[config.mk]
export PLATFORM = sky130hd
export DESIGN_NAME = down_counter_reload
export DESIGN_NICKNAME = d
export VERILOG_FILES = /design/src/rtl/down_counter_reload.sv
export SDC_FILE = /design/constraint.sdc
export NUM_CORES = 1
export LEC_CHECK = 0
export CAP_MARGIN = 20
export CORE_MARGIN = 2
export CORE_UTILIZATION = 47
export DETAILED_ROUTE_END_ITERATION = 6
export PLACE_DENSITY = 0.76
export REMOVE_ABC_BUFFERS = 1
export SYNTH_ARGS = -nofsm -noshare
export SYNTH_HDL_FRONTEND = slang
export SYNTH_SLANG_ARGS = --single-unit
[constraint.sdc]
create_clock -name clk -period 2.4 [get_ports clk]
set_clock_uncertainty 0.2 [all_clocks]
set_input_delay 0.48 -clock clk [delete_from_list [all_inputs] [get_ports clk]]
set_output_delay 0.48 -clock clk [all_outputs]
set_load 0.03 [all_outputs]
[src/rtl/down_counter_reload.sv]
// Loadable down-counter/timer with one-shot (stop at zero) and periodic (auto-reload) modes.
// count/tc registered; tc is a single-cycle pulse on the enabled cycle that reaches terminal count.
module down_counter_reload #(
  parameter int WIDTH = 4
) (
  input  logic             clk,
  input  logic             rst,
  input  logic             clr,
  input  logic             load,
  input  logic [WIDTH-1:0] load_val,
  input  logic             mode,
  input  logic             en,
  output logic [WIDTH-1:0] count,
  output logic             tc,
  output logic             busy
);

  typedef enum logic [1:0] {IDLE, RUN, DONE} state_t;

  localparam logic [WIDTH-1:0] ONE = {{(WIDTH-1){1'b0}}, 1'b1};

  state_t           state;
  logic [WIDTH-1:0] reload_val;
  logic             mode_q;

  assign busy = (state == RUN);

  always_ff @(posedge clk or negedge rst) begin
    if (!rst) begin
      count      <= '0;
      tc         <= 1'b0;
      reload_val <= '0;
      mode_q     <= 1'b0;
      state      <= IDLE;
    end else begin
      tc <= 1'b0;
      if (clr) begin
        count <= '0;
        state <= IDLE;
      end else if (load) begin
        reload_val <= load_val;
        mode_q     <= mode;
        count      <= load_val;
        state      <= (load_val != '0) ? RUN : IDLE;
      end else if (state == RUN && en) begin
        // RUN never holds 0: a zero load goes to IDLE and reload_val is non-zero here
        if (count > ONE) begin
          count <= count - ONE;
        end else begin
          tc <= 1'b1;
          if (mode_q) begin
            count <= reload_val;
          end else begin
            count <= '0;
            state <= DONE;
          end
        end
      end
    end
  end

endmodule

Word level (Yosys, flattened, before mapping)
Cells that the tools add are included.
- flip-flop bits (word level): 12
- output and inout port bits: 6
- logic and storage cells: 31
- add/subtract/negate cells: 1
- $lt $le $gt $ge: 1
- equality and inequality tests: 3
- mux-type cells: 15
- bitwise gates (word level): 1
- reduce and logical (&&, ||, !) cells: 5
- operators by type and width (operator ; count):
    two-way mux 4 bit ; 5
    two-way mux 2 bit ; 5
    inequality test 3 bit, second input constant ; 2
    two-way mux 1 bit ; 5
    greater-than comparator 4 x 1 -> 1 bit, second input constant ; 1
    nonzero test 4 bit ; 1
    subtractor 4 x 1 -> 4 bit, second input constant ; 1
    AND reduction 3 bit ; 1
    nonzero test 3 bit ; 1
    equality test 2 x 1 -> 1 bit, second input constant ; 1
    AND reduction 2 bit ; 1
    logical AND 1 bit ; 1
    inverter 1 bit ; 1

Logic depth before layout (Yosys ltp)
Gate-level depths: netlist (run 1).
- depth after elaboration: 5
- depth in mapped cells: 6
- depth with buffers taken out: 6

Least setup slack after synthesis (run 1)
Ideal clock, no wire load.
- path type: register to register
- from: register count[0]
- to: register count[1]
- arrival: 1.597 ns
- slack: 0.477 ns
- cell stages (with the launch flop): 7
- period minus slack after synthesis: 1.923 ns
- cell sequence: dfrtp_1 inv_1 ha_1 or2_2 and4_2 o21ai_0 a21oi_1
- longest elaborated chain between the ends: 5
- elaborated cells between the ends (all ways): 6
- RTL lines (element ; RTL line ; source):
    start, declared ; 13 ; output logic [WIDTH-1:0] count,
    start signal, assigned ; 43 ; count <= load_val;
    start signal, assigned ; 48 ; count <= count - ONE;
    start signal, assigned ; 52 ; count <= reload_val;
    subtractor 4 x 1 -> 4 bit or greater-than comparator 4 x 1 -> 1 bit (tied branches) ; 48, 47 ;
    two-way mux 4 bit * ; 47 ; if (count > ONE) begin
    two-way mux 4 bit * ; 45 ; end else if (state == RUN && en) begin
    two-way mux 4 bit * ; 40 ; end else if (load) begin
    two-way mux 4 bit * ; 37 ; if (clr) begin
Mark *: on every way between the ends. The rest lies on a longest branch, timed or not. The select of a mux whose other input is x is not followed.
A chain may end at the register's enable or synchronous reset.

Worst setup path in the final report (run 1)
- from: register count[2]
- to: output port count[2]
No word-level cell between the ends.

==> results of run 1 <==
## worst max-delay path by stage
stage / startpoint / endpoint
after CTS: count[2]$_DFFE_PN0P_ / count[2]
after global routing: count[2]$_DFFE_PN0P_ / count[2]
after detailed placement: load / count[3]$_DFFE_PN0P_
after global placement: load / count[3]$_DFFE_PN0P_
after floorplan: count[0]$_DFFE_PN0P_ / count[1]$_DFFE_PN0P_
final: count[2]$_DFFE_PN0P_ / count[2]
## power groups by stage
stage / combinational, mW / sequential (mW) / clock (mW)
6_report: 0.178 / 0.254 / 0.121
3_5_place_dp: 0.178 / 0.258 / 0
5_1_grt: 0.193 / 0.258 / 0.134
4_1_cts: 0.179 / 0.254 / 0.121
2_1_floorplan: 0.0907 / 0.272 / 0
3_3_place_gp: 0.175 / 0.256 / 0
## flip-flops by register name, indices dropped and copies added (netlist names)
signal / flops
state: 2
count: 4
tc: 1
mode_q: 1
reload_val: 4
## placed cells by master, fill, tap and decap left out
| cell type | instances |
|---|---|
| inv_1 | 4 |
| nor2b_1 | 2 |
| o311a_2 | 1 |
| o22a_1 | 1 |
| nand2_2 | 1 |
| a31oi_1 | 1 |
| nand3_1 | 1 |
| or2_1 | 1 |
| nand4_1 | 1 |
| dfrtp_1 | 12 |
| nor4_1 | 2 |
| o22ai_1 | 1 |
| ha_1 | 2 |
| clkbuf_4 | 3 |
| a21oi_1 | 3 |
| a211o_2 | 1 |
| nor2_1 | 5 |
| a2111oi_0 | 2 |
| and4bb_2 | 1 |
| nor2_4 | 1 |
| clkdlybuf4s50_1 | 15 |
| nor3_1 | 2 |
| nand2_1 | 8 |
| or2_2 | 1 |
| and4_2 | 1 |
| o2bb2a_1 | 1 |
| buf_4 | 1 |
| mux2_2 | 4 |
| nand2b_1 | 1 |
| o21a_1 | 2 |
| o21ai_0 | 3 |
| nand3b_1 | 2 |
## logic make-up (layout without fill, tap and decap cells)
kind of cell | Yosys count | after routing | share of synthesized area [%]
and+or+nand+nor | 30 | 30 | 25.1
buffers and inverters | 5 | 23 | 2.79
DFF | 12 | 12 | 44.6
muxes | 4 | 4 | 6.69
AOI/OAI and AO/OA | 16 | 16 | 17.1
adders and majority gates | 2 | 2 | 3.72
## metal layers
metal  GRT usage (%)  vias to the layer above  wire length [µm]
met1            22.8                      278               644
met3            4.35                        6               101
met2            29.1                       30               681
met4            7.74                        0                27
li1                -                      293                 -
met5               0                        -                 0
## cell type report
class / count / area, µm²
multi-input combinational: 52 / 354
timing repair buffer: 16 / 158
tap: 15 / 18.8
sequential: 12 / 300
inverter: 4 / 15.0
fill: 112 / 449
clock buffer: 3 / 22.5
==> summary.md, run 1 <==
| Metric | Value |
|---|---|
| Status | `completed` |
| Sequential element share of the synthesized area | `44.6%` |
| Combinational share of power | `32.2%` |
| Power density cells | `between 600 and 700 nW/µm²` |
| DR vias/cell | `just under 6` |
| Clock power frac | `between 20 and 25%` |
| RSZ-0062 raised after global routing | `no` |
| Period utilization | `around 91%` |
| CTS tree | `yes` |
| Worst hold stages | `2` |
| Routed WL per cell | `between 10 and 15 µm` |
| DIE HEIGHT | `about 42 µm` |
| DR pass1 iterations | `4` |
| Count of final setup violators | `0` |
| Routed via count | `between 600 and 700` |
| Max cap viols | `0` |
| Core footprint | `between 1000 and 1500 µm²` |
| Die X | `between 40 and 50 µm` |
| Placer Congestion | `0.818` |
| Dpl hpwl | `around 1100 µm` |
| First-pass GRT wire length | `around 2400 µm` |
| Design area | `between 800 and 900 µm²` |
| Hold Fails Final Rpt | `0` |
| Slowest cell on crit path | `clkdlybuf4s50_1` |
| Hold Crit Class | `reg -> reg` |
| CP peak stage delay | `between 0.7 and 0.8 ns` |
| Critical path startpoint category | `flop` |
| CP max FO | `8` |
| Largest net degree at the start of global routing | `13` |
| Sw power | `between 150 and 200 µW` |
| Levels on crit path | `1` |
| CTS Buffer Depth | `2` |
| VDD IR max | `391 µV` |
| R2r endpoint | `count[1]$_DFFE_PN0P_` |
| Post-CTS Hold Buffers | `0` |
| Total negative setup slack | `0 ns` |
| Synth cell types | `30` |
| Hold Path End | `reload_val[2]$_DFFE_PN0P_` |
| CTS clk-pin slew, worst paths | `around 0.060 ns` |
| Non-filler cells, final | `102` |
| YS warnings | `0` |
| Cell Count Post-Placement | `99` |
| Critical R2R Launch | `count[0]$_DFFE_PN0P_` |
| Crit path required time | `1.72 ns` |
| Cell Area, Synth | `between 600 and 700 µm²` |
| Crit path time final | `about 2.2 ns` |
| Dpl cell area | `846 µm²` |
| I/O pins | `16` |
| Top-count cell post-synth | `dfrtp_1` |
| Asr flop ratio synth | `100%` |
| # DRC | `0` |
| Crit path max-delay family | `buffers and inverters` |
| Clk root buf | `clkbuf_4` |
| Switching share of total power | `33.3%` |
| Pre-CTS WS | `0.235 ns` |
| Slew Limit Fails | `0` |
| Congestion Overflow GR | `0` |
| Post-synth top area cell | `dfrtp_1` |
| Hold path start | `reload_val[2]$_DFFE_PN0P_` |
| FMAX | `~460 MHz` |
| Clk_lat worst skew | `approximately 0.27 ns` |
| Site Rows | `13` |
| Synth Register Bits | `12` |
| Starting Density | `roughly half` |
| Iter 0 DRT Violations | `21` |
| Total power | `about 550 µW` |
| GRT Total Usage | `a little under a fifth` |
| Max_slew headroom | `62.8%` |
| Post-layout util | `65.9%` |
| CTS H-tree depth | `1` |
| CP cell instances | `clkdlybuf4s50_1` |
| Initial antenna violation count | `0` |
| Sequential Power Share | `about 46%` |
| Post-synth EDFFs | `0` |
| Crit Path Category | `reg -> out` |
| Top_reg_cell synth | `dfrtp_1` |
| CTS resizes | `0` |
| Slew of the pin with the lowest slew margin | `~0.56 ns` |
| Final #Nets | `101` |
| Num CTS Buffers | `3` |
| P_int | `about 370 µW` |
| Total Routed Length | `about 1500 µm` |
| Antenna Nets Post-Route | `0` |
| Synth top cells by count | `dfrtp_1 (12), nand2_1 (8), nor2_1 (5)` |
| FF-to-FF path depth | `6` |
| Area growth from synthesis to layout | `29.0%` |
| Reg2reg setup slack | `0.51 ns` |
| Hold slack final | `0.281 ns` |
| Final worst slack | `about 0.23 ns` |
| Port Buffer Count | `15` |
| WP buf/inv | `1` |
| Worst path arrival time | `roughly 1.5 ns` |
| Diodes inserted | `0` |
| Yosys top cell area share | `~45%` |
| Ranking of synthesized cells by area | `dfrtp_1 (45%), mux2_2 (6.7%), nand2_1 (4.5%)` |
| Syn avg cell area | `approximately 10 µm²` |
| Layout cell share with drive strength beyond 1 | `about 17%` |
| Vias in the first global route | `590` |
| Leakage | `roughly 0.37 nW` |
| Setup bufs post-CTS | `0` |
| Sink Count | `12` |
| Setup crit end kind | `output pin` |
| Gate count of the mapped netlist | `69` |
| Die area | `approximately 1800 µm²` |
(Power assumes the default switching activity.)
==> run 2, diff against run 1 <==
--- a/config.mk
+++ b/config.mk
@@ -9,6 +9,7 @@
 export CORE_MARGIN = 2
 export CORE_UTILIZATION = 47
 export DETAILED_ROUTE_END_ITERATION = 6
+export GPL_TIMING_DRIVEN = 0
 export PLACE_DENSITY = 0.76
 export REMOVE_ABC_BUFFERS = 1
 export SYNTH_ARGS = -nofsm -noshare
==> run 2 against run 1 <==
  * Sequential share of layout area grew 0.30 points
  * Sequential power hardly changed
  * Wire length increased by 1.7%
  * Critical path type unchanged
  * Count of clock-buffer cells in the layout stayed put
  * Flip-flop and latch count did not move
  * Largest cell class unchanged
==> summary.md, run 2 (synthesized netlist as in run 1, its figures left out) <==
| Metric | Value |
|---|---|
| Most common cell after layout, fill and taps aside | `clkdlybuf4s50_1` |
| Max cap viols | `0 (unchanged)` |
| Final #Nets | `100 (-0.99%)` |
| Count of final setup violators | `0 (unchanged)` |
| I/O pins | `16 (unchanged)` |
| Hold Fails Final Rpt | `0 (unchanged)` |
| Setup bufs post-CTS | `0 (unchanged)` |
| Period utilization | `91.8% (+1.2 points)` |
| Routed WL per cell | `14.6 µm (+2.7%)` |
| Slowest cell on crit path | `clkdlybuf4s50_1` |
| DR vias/cell | `5.77 (-3.0%)` |
| FF-to-FF path depth | `6 (unchanged)` |
| CTS H-tree depth | `1 (unchanged)` |
| Post-CTS Hold Buffers | `0 (unchanged)` |
| VDD IR max | `368 µV (-5.9%)` |
| Congestion Overflow GR | `0 (unchanged)` |
| Hold path start | `reload_val[2]$_DFFE_PN0P_` |
| Slew Limit Fails | `0 (unchanged)` |
| Num CTS Buffers | `3 (unchanged)` |
| Total power | `553 µW (-0.11%)` |
| Total Routed Length | `1480 µm (+1.7%)` |
| Leakage | `0.366 nW (-1.4%)` |
| Antenna Nets Post-Route | `0 (unchanged)` |
| CP peak stage delay | `0.73 ns (about the same)` |
| Crit Path Category | `reg -> out` |
| Largest net degree at the start of global routing | `13 (unchanged)` |
| First-pass GRT wire length | `2440 µm (+1.4%)` |
| Hold Crit Class | `reg -> reg` |
| Crit path time final | `2.20 ns (+0.0280 ns)` |
| FMAX | `454 MHz (-1.3%)` |
| DIE HEIGHT | `41.8 µm (unchanged)` |
| Commonest cells after routing, fill and taps aside | `clkdlybuf4s50_1 (15), dfrtp_1 (12), nand2_1 (8)` |
| Diodes inserted | `0 (unchanged)` |
| GRT Total Usage | `18.7% (+0.72 points)` |
| CP cell instances | `clkdlybuf4s50_1` |
| Initial antenna violation count | `0 (unchanged)` |
| Status | `completed` |
| Routed via count | `583 (-4.0%)` |
| Worst hold stages | `2 (unchanged)` |
| Core footprint | `1320 µm² (unchanged)` |
| Dpl hpwl | `1120 µm (-1.2%)` |
| Slew of the pin with the lowest slew margin | `0.565 ns (+0.00840 ns)` |
| Critical path startpoint category | `flop` |
| Clk_lat worst skew | `0.27 ns (about the same)` |
| Starting Density | `51.1% (unchanged)` |
| Power density cells | `642 nW/µm² (+0.76%)` |
| Worst path arrival time | `1.52 ns (+0.03 ns)` |
| CP max FO | `8 (unchanged)` |
| Sink Count | `12 (unchanged)` |
| R2r endpoint | `count[0]$_DFFE_PN0P_` |
| Hold Path End | `reload_val[2]$_DFFE_PN0P_` |
| DR pass1 iterations | `3 (-1)` |
| Largest regs | `count x4, reload_val x4, state x2` |
| CTS resizes | `0 (unchanged)` |
| Total negative setup slack | `0 ns (unchanged)` |
| Placer Congestion | `0.775 (-5.3%)` |
| Die X | `41.8 µm (unchanged)` |
| RSZ-0062 raised after global routing | `no` |
| WP buf/inv | `1 (unchanged)` |
| # DRC | `0 (unchanged)` |
| Setup crit end kind | `output pin` |
| Vias in the first global route | `529 (-10%)` |
| CTS Buffer Depth | `2 (unchanged)` |
| Crit path max-delay family | `buffers and inverters` |
| Clk root buf | `clkbuf_4` |
| Area growth from synthesis to layout | `27.9%` |
| Cell Count Post-Placement | `98 (-1.0%)` |
| Iter 0 DRT Violations | `7 (-67%)` |
| Reg2reg setup slack | `0.50 ns (about the same)` |
| Port Buffer Count | `15 (unchanged)` |
| Critical R2R Launch | `count[0]$_DFFE_PN0P_` |
| Layout cell share with drive strength beyond 1 | `16.3% (-0.96 points)` |
| CTS tree | `yes` |
| Max_slew headroom | `62.2% (-0.56 points)` |
| CTS clk-pin slew, worst paths | `0.07 ns (about the same)` |
| Crit path required time | `1.72 ns (about the same)` |
| Die area | `1750 µm² (unchanged)` |
| Site Rows | `13 (unchanged)` |
| Non-filler cells, final | `101 (-0.98%)` |
-- run 2: how the worst max path moves through the flow --
stage / startpoint / depth (start not counted) / end / slack, ns
after floorplan: count[0]$_DFFE_PN0P_ / 6 / count[1]$_DFFE_PN0P_ / 0.48
after global routing: count[2]$_DFFE_PN0P_ / 1 / count[2] / 0.18
after CTS: count[2]$_DFFE_PN0P_ / 1 / count[2] / 0.20
final: count[2]$_DFFE_PN0P_ / 1 / count[2] / 0.20
after global placement: load / 5 / count[3]$_DFFE_PN0P_ / 0.17
after detailed placement: load / 5 / count[3]$_DFFE_PN0P_ / 0.17
-- run 2: through the flow --
step / hold WS [ns] / utilization, % / instance area [µm²] / setup WS (ns)
final: 0.286 / 65.3 / 861 / 0.197
after global routing: 0.299 / 65.3 / 861 / 0.177
after CTS: 0.286 / 65.3 / 861 / 0.203
after detailed placement: 0.268 / 63.6 / 838 / 0.168
after global placement: 0.264 / 63.6 / 838 / 0.175
after floorplan: -0.0156 / - / 669 / 0.477
-- run 2: power by group --
part | switching (mW) | internal (mW)
Combinational | 0.0920 | 0.0832
Clock | 0.0651 | 0.0580
Sequential | 0.0285 | 0.226
-- run 2: routing by layer --
layer,routed length [µm],GRT usage [%]
met1,709,24.7
met2,702,27.8
met3,54,4.78
met4,12,10.3
met5,0,0
-- run 2: cell type report --
| type | count | area [µm²] |
|---|---|---|
| Multi-Input combinational cell | 52 | 354 |
| Inverter | 4 | 15.0 |
| Fill cell | 97 | 457 |
| Clock buffer | 3 | 22.5 |
| Tap cell | 15 | 18.8 |
| Sequential cell | 12 | 300 |
| Timing Repair Buffer | 15 | 150 |
==> variant 1 (flow settings as in run 1) <==
Reset style: synchronous (`rst`), changed in one clocked block.
--- a/src/rtl/down_counter_reload.sv
+++ b/src/rtl/down_counter_reload.sv
@@ -25,7 +25,7 @@
 
   assign busy = (state == RUN);
 
-  always_ff @(posedge clk or negedge rst) begin
+  always_ff @(posedge clk) begin
     if (!rst) begin
       count      <= '0;
       tc         <= 1'b0;
Check against the original RTL: differs if rst is asserted again (counterexample within 4 cycles, from zero or initial values and one cycle with rst low); with rst held inactive, the same outputs for 10 cycles.
==> variant 1 against run 1 <==
Cell count is 3.9% higher. Synthesized cell count is 5.8% higher. Area after synthesis is 3.0% lower. Die area is 2.7% lower. Sequential cell count stayed put. Wire length is 3.9% lower. Cell area is 1.3% lower. Setup slack worse by 0.0029 ns. Largest cell class unchanged.
Power is not compared: it rests on default switching activity, and its combinational part moved more than twofold at a synthesized area within 25%.
==> variant 1: results (changes against run 1) <==
Outcome - complete, no violations (unchanged)
Pin count of the biggest net entering global routing - 11 (was 13)
Netlist cell types - 31 (was 30)
Pre-CTS setup slack - 0.439 ns (was 0.235 ns)
Vias/cell - 5.86 (was 5.95)
NumNets Final - 104 (was 101)
Total wire length - 1.40 mm (was 1.45 mm)
Least-Margin Pin Slew - 0.362 ns (was 0.557 ns)
Initial antenna violation count - 0 (unchanged)
Hold Crit Endpoint - state[1] (was reload_val[2])
Vias in the first global route - 561 (was 590)
FFs w/ async S/R, synth - 0 (was 1.00)
First-pass GRT wire length - 2.37 mm (was 2.40 mm)
R2r setup slk - 0.62 ns (was 0.51 ns)
Slew Viols, Final - 0 (unchanged)
Synth area leaders - dfxtp_1 (37%), mux2i_1 (9.2%), nor2b_1 (5.7%) (was dfrtp_1 (45%), mux2_2 (6.7%), nand2_1 (4.5%))
Top_reg_cell synth - dfxtp_1 (was dfrtp_1)
Worst-path maximum fanout - 4 (was 8)
Post-DP Area - 821 µm² (was 846 µm²)
Post-DP HPWL - 1.06 mm (was 1.13 mm)
Detailed Route Iter0 Violations - 13 (was 21)
Hold path cells - 1 (was 2)
Hold_sp - state[1] (was reload_val[2])
Critical Path AT - 1.50 ns
Synth Warn # - 0 (unchanged)
Post-synthesis cell count - 73 (was 69)
Worst R2R End - count[1] (unchanged)
Clock transition at path regs - 0.08 ns (was 0.06 ns)
Worst vdd ir - 0.418 mV
CTS H-tree lvls - 1 (unchanged)
Slowest CP cell - clkdlybuf4s50_1 (unchanged)
Detailed-route via count - 621 (was 607)
GP Congestion - 0.809 (was 0.818)
Fill count - 116 (was 112)
Seq/Total Area, Yosys - 0.368 (was 0.446)
Worst hold slack - 0.309 ns (was 0.281 ns)
GRT Util Overall - 0.221 (was 0.180)
Delay of the slowest critical-path stage - 0.67 ns (was 0.73 ns)
DR pass1 iterations - 4 (unchanged)
Post-CTS sizing - 0 (unchanged)
Synth top cells by count - dfxtp_1 (12), mux2i_1 (6), nand2_1 (6), nor2b_1 (6) (was dfrtp_1 (12), nand2_1 (8), nor2_1 (5))
Reg-to-reg startpoint - count[0] (unchanged)
Fraction of layout cells with a size suffix above 1 - 0.0989 (was 0.172)
Worst reg2reg path depth - 6 (unchanged)
variant 1: cell types whose count changed in the layout (fill, tap and decap cells not counted), sizes merged, moves of 2 or more:
cell,run 1,this run
mux2i,0,6
dfrtp,12,0
mux2,4,0
a2111oi,2,0
nand2,9,6
dfxtp,0,12
nor2b,2,6
variant 1: worst max-delay path by stage:
stage                     startpoint  endpoint  slack (ns)  cells past startpoint
after CTS                   state[0]      busy        0.21                      2
after global routing        state[0]      busy        0.11                      2
after global placement          load    mode_q        0.46                      5
final                       state[0]      busy        0.22                      2
after detailed placement         rst  count[1]        0.44                      4
after floorplan             count[0]  count[1]        0.53                      6
variant 1: cell families (layout without fill, tap and decap cells):
group,count (synthesis),after routing,share of synthesized area
compound gates,20,20,0.222
simple gates,27,27,0.243
flops,12,12,0.368
fa+ha+maj,2,2,0.0383
mux,6,6,0.0920
buf+inv,6,24,0.0364
variant 1: area by class of cell:
type / instances / area (µm²) / share of cell area
multi-input combinational: 55 / 389 / 0.454
sequential: 12 / 240 / 0.280
timing repair buffer: 16 / 158 / 0.184
clock buffer: 4 / 36.3 / 0.0423
tap: 15 / 18.8 / 0.0219
inverter: 4 / 15.0 / 0.0175
variant 1: per-layer routing:
metal / wire [µm] / global-route usage
met5: 0 / 0
met4: 12 / 0.145
met3: 99 / 0.0326
met2: 664 / 0.363
met1: 620 / 0.262
variant 1: power groups by stage:
stage | registers [mW] | logic, mW | clock network [mW]
finish | 0.215 | 0.0806 | 0.167
global placement | 0.220 | 0.0794 | 0
global route | 0.216 | 0.0889 | 0.181
CTS | 0.215 | 0.0803 | 0.173
detailed placement | 0.220 | 0.0800 | 0
floorplan | 0.223 | 0.0391 | 0
==> variant 2 (config.mk and constraints of run 1) <==
Without the edit above. Set the parameter `WIDTH` to 6 (it was 4).
--- a/src/rtl/down_counter_reload.sv
+++ b/src/rtl/down_counter_reload.sv
@@ -1,7 +1,7 @@
 // Loadable down-counter/timer with one-shot (stop at zero) and periodic (auto-reload) modes.
 // count/tc registered; tc is a single-cycle pulse on the enabled cycle that reaches terminal count.
 module down_counter_reload #(
-  parameter int WIDTH = 4
+  parameter int WIDTH = 6
 ) (
   input  logic             clk,
   input  logic             rst,
Interface: changed (resized count and load_val); port bits go from 16 to 20. The function was not compared with the original's and may differ.
==> variant 2 against run 1 <==
Count of clock-buffer cells in the layout grew 1. Cell area is 35% higher. Via count up 40%. Cell count rose by 47%. Core utilization rose by 0.33 points. Area after synthesis grew 35%. Sequential cell count grew 4. Register-to-register slack got worse by 0.18 ns. Wire length up 46%. Setup slack worse by 0.080 ns. Total power grew 30%. Critical path type unchanged. Largest cell class unchanged.
==> variant 2: results (changes against run 1) <==
Outcome - complete, no violations (unchanged)
NumNets Final - 140 (was 101)
Critical Path AT - 1.57 ns (was 1.49 ns)
Worst vdd ir - 0.451 mV (was 0.391 mV)
Worst-path maximum fanout - 6 (was 8)
Final worst-path cycle share - 0.939 (was 0.906)
GP Congestion - 0.862 (was 0.818)
Worst R2R End - count[0] (was count[1])
Pin count of the biggest net entering global routing - 17 (was 13)
Pre-CTS setup slack - 0.300 ns (was 0.235 ns)
GRT Util Overall - 0.221 (was 0.180)
Leakage Power - 0.499 nW (was 0.371 nW)
Vias in the first global route - 755 (was 590)
Detailed Route Iter0 Violations - 25 (was 21)
R2r setup slk - 0.33 ns (was 0.51 ns)
Synth top cells by count - nand2_1 (26), dfrtp_1 (16), nor2_1 (7) (was dfrtp_1 (12), nand2_1 (8), nor2_1 (5))
Least-Margin Pin Slew - 0.511 ns (was 0.557 ns)
Hold_sp - reload_val[3] (was reload_val[2])
Synth Area in Compound Gates - 0.203 (was 0.171)
Worst hold slack - 0.286 ns (was 0.281 ns)
Synth Area in XOR/XNOR - 0.00966 (was 0)
Post-synthesis mux area share - 0.0110 (was 0.0669)
Detailed-route via count - 852 (was 607)
Seq/Total Area, Yosys - 0.441 (was 0.446)
Netlist cell types - 34 (was 30)
WL/cell - 14.2 µm (was 14.3 µm)
Fill count - 152 (was 112)
Post-DP HPWL - 1.59 mm (was 1.13 mm)
Synth Area in Adders - 0.0276 (was 0.0372)
Worst-Skew Late Latency - 0.30 ns (was 0.27 ns)
Largest regs - count: 6 flops, reload_val: 6 flops, state: 2 flops (was count: 4 flops, reload_val: 4 flops, state: 2 flops)
## variant 2: changes by cell type in the layout (fill, tap and decap cells not counted), moves of 3 or more
cell / change
nand2_1: +18
dfrtp_1: +4
mux2_2: -4
clkdlybuf4s50_1: +4
o211ai_1: +3
## variant 2: metal layers
layer,routed length (µm),up-vias,part of all wire,global-route usage
li1,-,413,-,-
met3,199,5,0.094,0.0566
met5,0,-,0,0
met4,37,0,0.017,0.0973
met2,889,47,0.42,0.309
met1,1000,387,0.47,0.320
## variant 2: cells by family (layout without fill, tap and decap cells)
group	Yosys count	count (layout)
muxes	1	1
adders and majority gates	2	2
and+or+nand+nor	52	52
DFF	16	16
xor gates and xnor gates	1	1
AOI/OAI and AO/OA	25	25
buffers and inverters	5	28
## variant 2: report_power, final
group / internal (mW) / leakage [nW] / switching (mW)
Combinational: 0.0947 / 0.272 / 0.111
Sequential: 0.295 / 0.206 / 0.0328
Clock: 0.0926 / 0.0210 / 0.0910
## variant 2: worst min-delay path by stage
stage,endpoint
after CTS,reload_val[3]
after floorplan,count[0]
after global routing,reload_val[3]
after global placement,reload_val[3]
after detailed placement,reload_val[3]
final,reload_val[3]
## variant 2: per-stage QoR
stage | utilization | cell area, µm² | power (mW) | std cells
finish | 0.662 | 1170 | 0.717 | 150
global placement | 0.642 | 1130 | 0.534 | 146
CTS | 0.662 | 1170 | 0.713 | 150
global route | 0.662 | 1170 | 0.755 | 150
detailed placement | 0.642 | 1130 | 0.536 | 146
floorplan | - | 888 | 0.453 | 99
## variant 2: cell type report
class,count,area share
multi-input combinational,81,0.411
sequential,16,0.343
timing repair buffer,22,0.182
clock buffer,4,0.0310
tap,25,0.0268
inverter,2,0.00642
